[src/rtl/audio_rd_sched.sv]
// Read-side scheduler: presents one FIFO frame to all participating consumers and advances once all are done.
// Optional consumer timeout path is built when AUDIO_RD_SCHED_TIMEOUT_EN is defined.
module audio_rd_sched #(
    parameter int unsigned NUM_CONSUMERS  = 4,
    parameter int unsigned TIMEOUT_CYCLES = 1024,
    parameter int unsigned SEQ_W          = 16,
    parameter int unsigned CNT_W          = 8
) (
    input  logic                     sys_clk,
    input  logic                     sys_rst_n,
    input  logic                     enable,
    input  logic [NUM_CONSUMERS-1:0] consumer_mask,
    input  logic                     clear_status,
    input  logic                     buffer_ready,
    input  logic                     buffer_full,
    output logic                     adv_read_enable,
    output logic [NUM_CONSUMERS-1:0] frame_valid,
    input  logic [NUM_CONSUMERS-1:0] frame_done,
    output logic [SEQ_W-1:0]         frame_seq,
    output logic [CNT_W-1:0]         overrun_count,
    output logic [NUM_CONSUMERS-1:0] timeout_consumer,
    output logic                     timeout_pulse,
    output logic                     busy
);

    localparam logic [1:0] S_IDLE   = 2'd0;
    localparam logic [1:0] S_WAIT   = 2'd1;
    localparam logic [1:0] S_ADV    = 2'd2;
    localparam logic [1:0] S_SETTLE = 2'd3;

    logic [1:0]               state_q, state_d;
    logic [NUM_CONSUMERS-1:0] pending_q, pending_d;
    logic [NUM_CONSUMERS-1:0] pending_next;
    logic                     seen_q, seen_d;
    logic                     timeout_hit;
    logic                     ovr_inc;
    logic                     adv_q, adv_d;
    logic [NUM_CONSUMERS-1:0] fv_q, fv_d;
    logic [SEQ_W-1:0]         seq_q, seq_d;
    logic [CNT_W-1:0]         ovr_q, ovr_d, ovr_base;
    logic [NUM_CONSUMERS-1:0] tc_q, tc_d, tc_base;
    logic                     tp_q, tp_d;
    logic                     busy_q, busy_d;

`ifdef AUDIO_RD_SCHED_TIMEOUT_EN
    localparam int unsigned TMR_W = $clog2(TIMEOUT_CYCLES + 1);

    logic [TMR_W-1:0] timer_q, timer_d;

    // Timer counts WAIT cycles of the current frame; the last allowed cycle is TIMEOUT_CYCLES-1.
    always_comb begin
        timer_d     = timer_q;
        timeout_hit = 1'b0;
        if (state_q == S_IDLE) begin
            timer_d = '0;
        end else if (state_q == S_WAIT) begin
            timer_d     = timer_q + TMR_W'(1);
            timeout_hit = (timer_q == TMR_W'(TIMEOUT_CYCLES - 1)) && (pending_next != '0);
        end
    end

    always_ff @(posedge sys_clk) begin
        if (!sys_rst_n) begin
            timer_q <= '0;
        end else begin
            timer_q <= timer_d;
        end
    end
`else
    assign timeout_hit = 1'b0;
`endif

    assign pending_next = pending_q & ~frame_done;

    // Next state plus registered-output next values.
    always_comb begin
        state_d   = state_q;
        pending_d = pending_q;
        seen_d    = seen_q;
        ovr_inc   = 1'b0;
        tp_d      = 1'b0;
        tc_base   = clear_status ? '0 : tc_q;
        tc_d      = tc_base;
        ovr_base  = clear_status ? '0 : ovr_q;
        ovr_d     = ovr_base;

        case (state_q)
            S_IDLE: begin
                if (enable && buffer_ready && (consumer_mask != '0)) begin
                    state_d   = S_WAIT;
                    pending_d = consumer_mask;
                    seen_d    = 1'b0;
                end
            end
            S_WAIT: begin
                seen_d    = seen_q | buffer_full;
                pending_d = pending_next;
                if (pending_next == '0) begin
                    state_d = S_ADV;
                end else if (timeout_hit) begin
                    state_d = S_ADV;
                    tp_d    = 1'b1;
                    tc_d    = tc_base | pending_next;
                end
            end
            S_ADV: begin
                ovr_inc = seen_q | buffer_full;
                state_d = S_SETTLE;
            end
            default: begin
                state_d = S_IDLE;
            end
        endcase

        if (ovr_inc && (ovr_base != {CNT_W{1'b1}})) begin
            ovr_d = ovr_base + CNT_W'(1);
        end

        adv_d  = (state_d == S_ADV);
        seq_d  = adv_d ? seq_q + SEQ_W'(1) : seq_q;
        fv_d   = (state_d == S_WAIT) ? pending_d : '0;
        busy_d = (state_d != S_IDLE);
    end

    always_ff @(posedge sys_clk) begin
        if (!sys_rst_n) begin
            state_q   <= S_IDLE;
            pending_q <= '0;
            seen_q    <= 1'b0;
            adv_q     <= 1'b0;
            fv_q      <= '0;
            seq_q     <= '0;
            ovr_q     <= '0;
            tc_q      <= '0;
            tp_q      <= 1'b0;
            busy_q    <= 1'b0;
        end else begin
            state_q   <= state_d;
            pending_q <= pending_d;
            seen_q    <= seen_d;
            adv_q     <= adv_d;
            fv_q      <= fv_d;
            seq_q     <= seq_d;
            ovr_q     <= ovr_d;
            tc_q      <= tc_d;
            tp_q      <= tp_d;
            busy_q    <= busy_d;
        end
    end

    assign adv_read_enable  = adv_q;
    assign frame_valid      = fv_q;
    assign frame_seq        = seq_q;
    assign overrun_count    = ovr_q;
    assign timeout_consumer = tc_q;
    assign timeout_pulse    = tp_q;
    assign busy             = busy_q;

endmodule

[config.mk]
export PLATFORM = sky130hd
export DESIGN_NAME = audio_rd_sched
export DESIGN_NICKNAME = d
export VERILOG_FILES = /design/src/rtl/audio_rd_sched.sv
export SDC_FILE = /design/constraint.sdc
export NUM_CORES = 1
export LEC_CHECK = 0
export CAP_MARGIN = 30
export CELL_PAD_IN_SITES_DETAIL_PLACEMENT = 1
export CELL_PAD_IN_SITES_GLOBAL_PLACEMENT = 1
export CORE_AREA = 2 2 66 68
export CTS_CLUSTER_DIAMETER = 50
export DETAILED_ROUTE_END_ITERATION = 10
export DIE_AREA = 0 0 68 70
export DONT_BUFFER_PORTS = 1
export MAX_ROUTING_LAYER = met4
export PLACE_DENSITY = 0.9
export SETUP_SLACK_MARGIN = 0.1
export SKIP_CTS_REPAIR_TIMING = 1
export SLEW_MARGIN = 10
export SYNTH_ARGS = -nofsm -noshare
export SYNTH_HDL_FRONTEND = slang
export SYNTH_SLANG_ARGS = --single-unit
[constraint.sdc]
create_clock -name sys_clk -period 3.9 [get_ports sys_clk]
set_input_delay 0.78 -clock sys_clk [delete_from_list [all_inputs] [get_ports sys_clk]]
set_output_delay 0.78 -clock sys_clk [all_outputs]
set_load 0.1 [all_outputs]
==> results.yml <==
grt:
  grt_max_degree: 32
  antenna_found_initial: 0
  grt_pass1_wl_microns: 8928
  grt_usage: 0.2491
  grt_pass1_vias: 1839
  grt_overflow: 0
sta:
  rsz0062_at_grt: "false"
  maxSlewViolCount: 0
  timing.slew.headroom: 0.3197
  skew_ns: 0.01204
  setup_viol: 0
  worst_pin_slew_ns: 1.019
  fin_crit_sh: 0.5614
  period_needed_ns: 2.189
  hold_viol_final: 0
  tns_ns: 0
  max_freq_ghz: 0.4567
  setup_slack_ns: 1.711
layout:
  syn2layout_area_growth_pct: 34.03
  layout_commonest_cell: "dfxtp_1"
  nets: 277
  drive_gt1_frac: 0.1494
  fillCellCount: 475
  n_antenna_cell: 0
  final_cell_mix: "37 x dfxtp_1, 23 x a21oi_1, 22 x nand2_1"
placement:
  globalplace.congestion: 0.8029
  portBuffers: 0
  place_ws_ns: 1.353
  dp_hpwl_microns: 3875
setup_path:
  reg2reg_depth: 4
  required_ns: 4.11
  cp.arrival_ns: 2.40
  crit_path_start_kind: "flip-flop"
  r2r-start: "overrun_count[4]"
  cp_max_fo: 9
  worstSetupEndpointType: "flip-flop"
  r2r-end: "overrun_count[1]"
  r2r_setup_slack_ns: 1.71
  criticalPathCategory: "flip-flop to flip-flop"
logic_synthesis:
  ys_ff_latch: 37
  synthArstFlopShare: 0
  yosys.cell_types.count: 38
  syn_area_sq_um: 1919
  netlist.area_leader.share: 0.3859
  ys_seq_area_frac: 0.3859
  yosysTopAreaCell: "dfxtp_1"
  synth_edf_count: 0
  avgSynthCellArea_sq_um: 8.273
  synth_ff_type: "dfxtp_1"
  ys.warnings.count: 0
  synth.area.top_cells: "dfxtp_1 39%, or4_1 6.3%, a21oi_1 6.0%"
  netlist_instances: 232
cts:
  root_buffer: "clkbuf_8"
  numClockSinks: 37
  cts_tree: "yes"
  htree_levels: 2
  clk_path_buf_depth: 2
  cts_buffers: 5
  cts.clk_slew.worst_paths_ns: 0.08
  insertion_delay_ns: 0.30
run:
  maxCapViolCount: 0
power_and_ir_drop:
  swShare: 0.3052
  pwr-share-clk: 0.352
  p_per_area_nw_per_um2: 307.8
  vdd_drop_max_mv: 0.2035
  seqPwrFrac: 0.530
  leakagePower_nw: 0.9141
  p_switching_uw: 241.7
  pwr-share-comb: 0.118
  p_int_uw: 550.0
drt:
  drc: 0
  drt-total-wl_microns: 5960
  dr.pass1.iters: 6
  postRouteAntennaNets: 0
  vias_per_cell: 6.153
  avgRoutedWirePerCell_microns: 19.04
  drtIter0Drc: 92
  vias: 1926
floorplan:
  core-area_sq_um: 4144
  die_x_microns: 68
  num_io_pins: 49
  initial_utilization: 0.4632
  dieArea_sq_um: 4760
  row_count: 24
  dieHeight_microns: 70
worst_hold_path:
  min_path_type: "flip-flop to flip-flop"
  min_from: "frame_seq[1]"
  hold_end: "frame_seq[1]"
  hold_depth: 2
run_status:
  outcome: "complete, no violations"
==> worst max-delay path, cell delays in order (launching register included) <==
cell     delay, ns
dfxtp_1       1.00
and4b_1       0.40
and3_1        0.35
o21ai_0       0.15
a21oi_1       0.20
==> power groups by stage <==
stage	logic, mW	registers, mW	clock network [mW]
global route	0.101	0.421	0.296
detailed placement	0.0916	0.428	0
global placement	0.0896	0.428	0
floorplan	0.0773	0.434	0
finish	0.0936	0.420	0.278
CTS	0.0929	0.420	0.281
==> cell families after synthesis <==
kind of cell | after synthesis | share of synthesized area
buffers and inverters | 23 | 0.05932
adders and majority gates | 2 | 0.01304
other | 1 | 0.001954
DFF | 37 | 0.3859
and+or+nand+nor | 108 | 0.3351
AOI/OAI and AO/OA | 61 | 0.2047
==> layer usage <==
layer  part of all wire  global-route usage  vias up
met4              0.011             0.08444        0
li1                   -                   -      922
met3              0.052             0.08052        6
met1               0.42              0.2944      946
met2               0.52              0.3937       52
met5                  0                   -        -
==> sequential cells by signal, indices dropped and copies added, names as in the netlist <==
name / cells
busy: 1
pending_q: 4
frame_seq: 16
adv_read_enable: 1
overrun_count: 8
state_q: 2
seen_q: 1
frame_valid: 4
==> per-stage QoR <==
step	utilization	cells	hold WS (ns)	total power [mW]	area [sq um]
after detailed placement	0.5571	294	0.4711	0.5194	2308
after CTS	0.5779	301	0.4838	0.7930	2395
after global routing	0.6208	313	0.5309	0.8187	2572
after global placement	0.4686	274	0.4666	0.5172	1942
final	0.6208	313	0.4790	0.7917	2572
after floorplan	-	236	0.4643	0.5116	1934
==> layout make-up <==
type / count / area [sq um] / share of cell area
Multi-Input combinational cell: 176 / 1080 / 0.4197
Timing Repair Buffer: 38 / 589.3 / 0.2291
Sequential cell: 37 / 740.7 / 0.2879
Clock buffer: 7 / 86.33 / 0.03356
Tap cell: 52 / 65.06 / 0.02529
Inverter: 3 / 11.26 / 0.004377
==> Yosys cell counts (3+ instances only) <==
cell type  instances
nand2_1           22
buf_4              5
o221ai_1           4
nand3_1           12
and3_1             8
nand2b_1           5
or4_1             16
nand4_1            7
nor2_1             5
inv_1              3
o21ai_0            7
clkbuf_1          11
a311oi_1           3
and2_1            12
a31oi_1            3
o21a_1             3
o31ai_1           15
or3_1              3
a21oi_1           23
dfxtp_1           37
nor2b_1            7
==> worst max-delay path by stage <==
stage / from / endpoint / depth (start not counted)
3_5_place_dp: overrun_count[1] / overrun_count[1] / 6
5_1_grt: overrun_count[4] / overrun_count[0] / 4
3_3_place_gp: overrun_count[1] / overrun_count[3] / 6
6_report: overrun_count[4] / overrun_count[1] / 4
2_1_floorplan: overrun_count[1] / overrun_count[5] / 7
4_1_cts: overrun_count[1] / overrun_count[1] / 6
Note: power is estimated with default switching activity, not from simulation.
